<file path="src/rtl/axi_rd_arbiter_if.sv">
// axi_rd_arbiter_if: single-beat AXI read address/data channel bundle
interface axi_rd_arbiter_if;
    logic [31:0] araddr;
    logic        arvalid;
    logic        arready;
    logic [63:0] rdata;
    logic [1:0]  rresp;
    logic        rvalid;
    logic        rlast;
    logic        rready;
    modport master (output araddr, arvalid, rready, input arready, rdata, rresp, rvalid, rlast);
    modport slave (input araddr, arvalid, rready, output arready, rdata, rresp, rvalid, rlast);
endinterface

</file>
<file path="src/rtl/axi_rd_arbiter.sv">
// axi_rd_arbiter: round-robin arbiter sharing one single-beat AXI read slave between two masters
module axi_rd_arbiter #(
    parameter int unsigned TIMEOUT = 255
) (
    input logic clk,
    input logic rst,
    axi_rd_arbiter_if.slave m0,
    axi_rd_arbiter_if.slave m1,
    axi_rd_arbiter_if.master s
);
    typedef enum logic [2:0] {IDLE, ADDR, DATA, ERR, DRAIN} state_t;
    localparam logic [7:0] LIMIT = 8'(TIMEOUT - 1);
    state_t      state;
    logic [7:0]  cnt;
    logic [31:0] addr;
    logic        last_grant, grant, win, g_rready;
    logic        fwd0, fwd1, err0, err1;

    // On a tie the master not served last wins, otherwise whoever is asking
    always_comb begin
        win = (m0.arvalid && m1.arvalid) ? !last_grant : m1.arvalid;
        g_rready = grant ? m1.rready : m0.rready;
        fwd0 = state == DATA && !grant;
        fwd1 = state == DATA && grant;
        err0 = state == ERR && !grant;
        err1 = state == ERR && grant;
    end

    // Address channels; arready comes only from state and arvalid, never from rready
    always_comb begin
        m0.arready = state == IDLE && m0.arvalid && !win;
        m1.arready = state == IDLE && m1.arvalid && win;
        s.araddr = addr;
        s.arvalid = state == ADDR;
        s.rready = (state == DATA && g_rready) || state == DRAIN;
    end

    // Read channels: slave beat goes to the granted master only, ERR fabricates a SLVERR beat
    always_comb begin
        m0.rvalid = (fwd0 && s.rvalid) || err0;
        m0.rdata = fwd0 ? s.rdata : '0;
        m0.rresp = fwd0 ? s.rresp : err0 ? 2'b10 : 2'b00;
        m0.rlast = (fwd0 && s.rlast) || err0;
        m1.rvalid = (fwd1 && s.rvalid) || err1;
        m1.rdata = fwd1 ? s.rdata : '0;
        m1.rresp = fwd1 ? s.rresp : err1 ? 2'b10 : 2'b00;
        m1.rlast = (fwd1 && s.rlast) || err1;
    end

    // Transaction FSM; the timeout counts only DATA cycles with no slave beat
    always_ff @(posedge clk) begin
        if (rst) begin
            state <= IDLE;
            cnt <= '0;
            last_grant <= 1'b1;
            grant <= 1'b0;
            addr <= '0;
        end else begin
            case (state)
                IDLE: if (m0.arvalid || m1.arvalid) begin
                    addr <= win ? m1.araddr : m0.araddr;
                    grant <= win;
                    state <= ADDR;
                end
                ADDR: if (s.arready) begin
                    cnt <= '0;
                    state <= DATA;
                end
                DATA: if (s.rvalid) begin
                    if (g_rready) begin
                        last_grant <= grant;
                        state <= IDLE;
                    end
                end else begin
                    cnt <= cnt + 8'd1;
                    if (cnt == LIMIT) state <= ERR;
                end
                ERR: if (g_rready) state <= DRAIN;
                DRAIN: if (s.rvalid) begin
                    last_grant <= grant;
                    state <= IDLE;
                end
                default: state <= IDLE;
            endcase
        end
    end
endmodule

</file>
<file path="src/flat_wrapper.sv">
// flat-port wrapper written by rule: the top's interface ports become plain ports
module axi_rd_arbiter_flat 
#(
    parameter int unsigned TIMEOUT = 255
)
  (clk, rst, m0_araddr, m0_arvalid, m0_rready, m0_arready, m0_rdata, m0_rresp, m0_rvalid, m0_rlast, m1_araddr, m1_arvalid, m1_rready, m1_arready, m1_rdata, m1_rresp, m1_rvalid, m1_rlast, s_araddr, s_arvalid, s_rready, s_arready, s_rdata, s_rresp, s_rvalid, s_rlast);
  axi_rd_arbiter_if m0_i ();
  axi_rd_arbiter_if m1_i ();
  axi_rd_arbiter_if s_i ();
  input logic clk;
  input logic rst;
  input wire logic [$bits(m0_i.araddr)-1:0] m0_araddr;
  input wire logic [$bits(m0_i.arvalid)-1:0] m0_arvalid;
  input wire logic [$bits(m0_i.rready)-1:0] m0_rready;
  output wire logic [$bits(m0_i.arready)-1:0] m0_arready;
  output wire logic [$bits(m0_i.rdata)-1:0] m0_rdata;
  output wire logic [$bits(m0_i.rresp)-1:0] m0_rresp;
  output wire logic [$bits(m0_i.rvalid)-1:0] m0_rvalid;
  output wire logic [$bits(m0_i.rlast)-1:0] m0_rlast;
  input wire logic [$bits(m1_i.araddr)-1:0] m1_araddr;
  input wire logic [$bits(m1_i.arvalid)-1:0] m1_arvalid;
  input wire logic [$bits(m1_i.rready)-1:0] m1_rready;
  output wire logic [$bits(m1_i.arready)-1:0] m1_arready;
  output wire logic [$bits(m1_i.rdata)-1:0] m1_rdata;
  output wire logic [$bits(m1_i.rresp)-1:0] m1_rresp;
  output wire logic [$bits(m1_i.rvalid)-1:0] m1_rvalid;
  output wire logic [$bits(m1_i.rlast)-1:0] m1_rlast;
  output wire logic [$bits(s_i.araddr)-1:0] s_araddr;
  output wire logic [$bits(s_i.arvalid)-1:0] s_arvalid;
  output wire logic [$bits(s_i.rready)-1:0] s_rready;
  input wire logic [$bits(s_i.arready)-1:0] s_arready;
  input wire logic [$bits(s_i.rdata)-1:0] s_rdata;
  input wire logic [$bits(s_i.rresp)-1:0] s_rresp;
  input wire logic [$bits(s_i.rvalid)-1:0] s_rvalid;
  input wire logic [$bits(s_i.rlast)-1:0] s_rlast;
  assign m0_i.araddr = m0_araddr;
  assign m0_i.arvalid = m0_arvalid;
  assign m0_i.rready = m0_rready;
  assign m0_arready = m0_i.arready;
  assign m0_rdata = m0_i.rdata;
  assign m0_rresp = m0_i.rresp;
  assign m0_rvalid = m0_i.rvalid;
  assign m0_rlast = m0_i.rlast;
  assign m1_i.araddr = m1_araddr;
  assign m1_i.arvalid = m1_arvalid;
  assign m1_i.rready = m1_rready;
  assign m1_arready = m1_i.arready;
  assign m1_rdata = m1_i.rdata;
  assign m1_rresp = m1_i.rresp;
  assign m1_rvalid = m1_i.rvalid;
  assign m1_rlast = m1_i.rlast;
  assign s_araddr = s_i.araddr;
  assign s_arvalid = s_i.arvalid;
  assign s_rready = s_i.rready;
  assign s_i.arready = s_arready;
  assign s_i.rdata = s_rdata;
  assign s_i.rresp = s_rresp;
  assign s_i.rvalid = s_rvalid;
  assign s_i.rlast = s_rlast;
  axi_rd_arbiter #(.TIMEOUT(TIMEOUT)) u_core (.clk(clk), .rst(rst), .m0(m0_i), .m1(m1_i), .s(s_i));
endmodule
</file>
<file path="config.mk">
export PLATFORM = sky130hd
export DESIGN_NAME = axi_rd_arbiter_flat
export DESIGN_NICKNAME = d
export VERILOG_FILES = /design/src/rtl/axi_rd_arbiter_if.sv /design/src/rtl/axi_rd_arbiter.sv /design/src/flat_wrapper.sv
export SDC_FILE = /design/constraint.sdc
export NUM_CORES = 1
export LEC_CHECK = 0
export BUFFER_PORTS_ARGS = -buffer_cell sky130_fd_sc_hd__buf_2
export CAP_MARGIN = 20
export CORE_AREA = 8 8 114 116
export CTS_CLUSTER_DIAMETER = 40
export DETAILED_ROUTE_END_ITERATION = 6
export DIE_AREA = 0 0 122 124
export GPL_TIMING_DRIVEN = 0
export PLACE_DENSITY = 0.65
export SYNTH_ARGS = -nofsm -noshare
export SYNTH_HDL_FRONTEND = slang
export SYNTH_SLANG_ARGS = --single-unit
</file>
<file path="constraint.sdc">
create_clock -name clk -period 2.44 [get_ports clk]
set_input_delay 0.122 -clock clk [delete_from_list [all_inputs] [get_ports clk]]
set_output_delay 0.122 -clock clk [all_outputs]
set_load 0.05 [all_outputs]
</file>
# After elaboration in Yosys (flattened, before gate mapping)
# Index checks and enable logic that the tools add are counted.
dict set report totals {
  inputBits 139
  regBits 45
}
dict set report classes {
  addsub 1
  reduce_logical 30
  muxes 24
  eq_ne 14
}
# operator count
set ops {}
lappend ops {{$mux W64} 2}
lappend ops {{$mux W32} 1}
lappend ops {{$mux W3} 7}
lappend ops {{$mux W8} 2}
lappend ops {{$pmux W8 S2} 1}
lappend ops {{$pmux W3 S5} 1}
lappend ops {{$logic_and A1 B1 Y1} 14}
lappend ops {{$add A8 B1 Y8 const B} 1}
lappend ops {{$eq A8 B8 Y1 const B} 1}
lappend ops {{$mux W2} 4}
lappend ops {{$ne A2 B2 Y1 const B} 4}
lappend ops {{$eq A3 B2 Y1 const B} 2}
lappend ops {{$logic_or A1 B1 Y1} 6}
lappend ops {{$ne A2 B1 Y1 const B} 3}
lappend ops {{$reduce_and A6 Y1} 1}
lappend ops {{$mux W1} 5}
lappend ops {{$reduce_and A4 Y1} 1}
lappend ops {{$reduce_bool A2 Y1} 2}
lappend ops {{$eq A3 B1 Y1 const B} 1}
lappend ops {{$eq A3 B3 Y1 const B} 1}
lappend ops {{$logic_not A1 Y1} 3}
lappend ops {{$logic_not A3 Y1} 1}
lappend ops {{$ne A3 B2 Y1 const B} 1}
lappend ops {{$ne A3 B3 Y1 const B} 1}
lappend ops {{3 further kinds} 3}

# Depth between registers and ports, before layout
dict set report depth {
  ltp_word 4
  ltp_mapped 7
  ltp_nobuf 6
}

# Worst setup path after synthesis
# No wires, ideal clock.
dict set report synth_path {
  path_kind {reg2out}
  from {reg u_core.state[2]}
  to {out m1_rdata[13]}
  arrival_ps 1684
  n_path_buf 2
  path_stages_with_launch 7
  path_slack_ps 634
  t_required_ps 2318
  path_cell_list {dfxtp_1 -> and2b_1 -> nand2_1 -> nor2_1 -> clkbuf_1 -> clkbuf_1 -> and2_1}
}
dict set report synth_via {
  elab_chain_len 3
}
# item line
set synth_lines {}
lappend synth_lines {{from (decl)} axi_rd_arbiter.sv:13} ;# state_t state;
lappend synth_lines {{from (signal assigned)} axi_rd_arbiter.sv:53} ;# state <= IDLE;
lappend synth_lines {{from (signal assigned)} axi_rd_arbiter.sv:63} ;# state <= ADDR;
lappend synth_lines {{from (signal assigned)} axi_rd_arbiter.sv:67} ;# state <= DATA;
lappend synth_lines {{$eq A3 B2 Y1} axi_rd_arbiter.sv:24} ;# fwd1 = state == DATA && grant;
lappend synth_lines {{$logic_and A1 B1 Y1} axi_rd_arbiter.sv:24}
lappend synth_lines {{$mux W64} axi_rd_arbiter.sv:45} ;# m1.rdata = fwd1 ? s.rdata : '0;
lappend synth_lines {{to (decl)} flat_wrapper.sv:24} ;# output wire logic [$bits(m1_i.rdata)-1:0] m1_rdata;
# No other way between the ends.

# Worst setup path in the final report
dict set report layout_path {
  from {reg u_core.state[2]}
  to {out m1_rdata[37]}
}
# The elaborated chain is that of the path after synthesis.

==> out/metrics.yaml <==
place:
  dpl_worst_slack_ps: 67.1
  place_congestion: 0.854
  hpwl_mm: 13.8
  port_buffers: 309
logic_synthesis:
  post-synth-top-area-fraction_pct: 29.1
  synthDistinctLibCells: 40
  yosysWarnings: 0
  synth_seq_cells: 45
  postSynthNetCount: 539
  yosysSeqAreaShare_pct: 29.1
  synth.top_cells.by_count: "and2_1, nor2_1, dfxtp_1"
  synth_area_leader_cell: "dfxtp_1"
  post-synth-top-count-cell: "and2_1"
  synthArstFlopShare_pct: 0
  ys.flop_type: "dfxtp_1"
  postSynthAreaPerCell_um2: 7.78
  netlist_instances: 398
  synth_edf_count: 0
  synthTopCellsByArea: "dfxtp_1, and2_1, mux2i_1"
  synthesis.area_um2: 3100
worst_setup_path:
  rrSetupSlack_ps: 540
  endpoint_kind: "primary output"
  cp-start-kind: "register"
  crit_end: "m1_rdata[37]"
  arrival_ps: 2190
  worstPathRequired_ps: 2320
  crit_start: "u_core.state[2]"
  rr_worst_depth: 6
  r2r-start: "u_core.state[1]"
  critical_path_class: "reg2out"
  crit_fanout: 10
  r2r-end: "u_core.s.araddr[10]"
die:
  io_pins: 311
  num_rows: 39
  start_util_pct: 27.7
  die_h_um: 124
  coreArea_um2: 11200
  die_area_um2: 15100
  die-width_um: 122
detailed_routing:
  antenna_left: 0
  routed_via_density: 4.56
  dr.first_iter.drc_count: 125
  wirelength_mm: 15.9
  drc: 0
  routedWlPerCell_um: 18.5
  vias: 3931
  dr.pass1.iters: 4
sta:
  setup_ws_ps: 130
  hold_viol: 0
  relSlewSlack_pct: 65.8
  setup_tns_ps: 0
  setup_viol: 0
  max_freq_mhz: 433
  rsz0062_at_grt: "no"
  fin_crit_sh_pct: 94.7
  worst_pin_slew_ps: 514
  skew_ps: 7.51
  min_period_ps: 2310
  drv_slew: 0
grt:
  overflow: 0
  grt_max_degree: 15
  antenna_found_initial: 6
  grt_first_pass_wirelength_mm: 22.8
  first_global_vias: 4080
  grt.total_usage_pct: 19.7
clock_tree:
  cts_buffer_depth: 2
  h-tree-depth: 2
  cts_tree: "done"
  cts_hold_buf: 0
  clkTransAtPathRegs_ps: 60
  cts_sinks: 45
  clockRootBuffer: "clkbuf_16"
  clk_latency_ps: 280
  postCtsSetupRepairBufs: 0
  cts_buffers: 5
finish:
  drive_gt1_share_pct: 48.7
  nNetsFinal: 855
  area_delta_synth_final_pct: 62.1
power:
  power.density_nw_per_um2: 539
  irDropWorstVdd_uv: 299
  leakage_nw: 2.82
outcome:
  outcome: "complete, no violations"
worst_hold_path:
  hp-class: "in2reg"
job:
  drv_cap: 0
## routing by layer
layer	wire length (um)	vias up	share of wire (%)	global-route usage, %
met5	13	-	0.082	0
met4	371	2	2.3	6.63
met3	1300	18	8.2	6.62
met2	8470	154	53	34.6
met1	5790	1794	36	21.9
li1	-	1963	-	-
## stage by stage
step	cells	hold slack [ps]	util [%]	instance area [um^2]	power [mW]
CTS	858	174	44.6	4990	2.72
detailed placement	850	472	43.1	4820	1.99
global placement	850	475	43.1	4820	1.99
global route	862	190	44.9	5010	2.84
finish	863	180	44.9	5020	2.70
floorplan	398	283	-	3100	1.64
## how the worst min path moves through the flow
stage	startpoint	to	slack [ps]	cells past startpoint
6_report	m0_araddr[8]	u_core.s.araddr[8]	180	3
2_1_floorplan	s_rvalid	u_core.last_grant	280	1
3_5_place_dp	m0_araddr[0]	u_core.s.araddr[0]	470	3
3_3_place_gp	u_core.cnt[6]	u_core.cnt[6]	480	2
4_1_cts	m0_araddr[8]	u_core.s.araddr[8]	170	3
5_1_grt	m0_araddr[24]	u_core.s.araddr[24]	190	3
## critical path, cell delays in order (launching register included)
cell      delay [ps]
dfxtp_1          330
and2b_1          320
nand2_1          150
nor2_1           140
clkbuf_2         260
buf_2            260
and2_1           190
clkbuf_4         250
## state kept, by name (all words and copies together), names as in the netlist
register	cells
u_core.grant	1
u_core.last_grant	1
u_core.cnt	8
u_core.state	3
u_core.s.araddr	32
## timing repair
action	CTS	global route
endpoints found under the setup margin	100	87
gates resized for setup	4	22
pin swaps	0	0
## layout by cell type, fill, tap and decap left out, types with 2 or more instances in the layout
cell,instances
nor3_1,2
a211oi_1,36
nand2_1,6
dfxtp_1,45
buf_2,320
or3_1,2
ha_1,2
buf_1,4
clkbuf_2,9
or2_2,2
a21boi_0,2
diode_2,5
nand3_1,4
o21ai_0,4
xnor2_1,2
nor2_1,59
clkbuf_1,6
a21oi_1,5
mux2i_1,34
clkbuf_8,2
inv_1,6
and2_1,131
nand2b_1,3
clkbuf_16,5
clkbuf_4,3
## area by class of cell
class / instances / area, um^2
sequential: 45 / 901
buffer: 33 / 155
multi-input combinational: 314 / 2030
fill: 1191 / 6160
clock inverter: 1 / 8.76
antenna: 5 / 12.5
timing repair buffer: 309 / 1550
tap: 143 / 179
clock buffer: 7 / 153
inverter: 6 / 22.5
## report_power, final
group | leakage [nW] | switching (mW) | total [mW] | internal, mW
logic | 2.37 | 0.797 | 1.11 | 0.317
clock network | 0.0806 | 0.288 | 0.728 | 0.440
registers | 0.372 | 0.0438 | 0.860 | 0.817
## cell families after synthesis
kind of cell,count (synthesis),share of synthesized area [%]
simple gates,219,39.7
compound gates,56,13.3
xor+xnor,2,0.566
buf+inv,39,5.17
flops,45,29.1
fa+ha+maj,2,0.808
mux,35,11.4
Note: power is estimated with default switching activity, not from simulation.
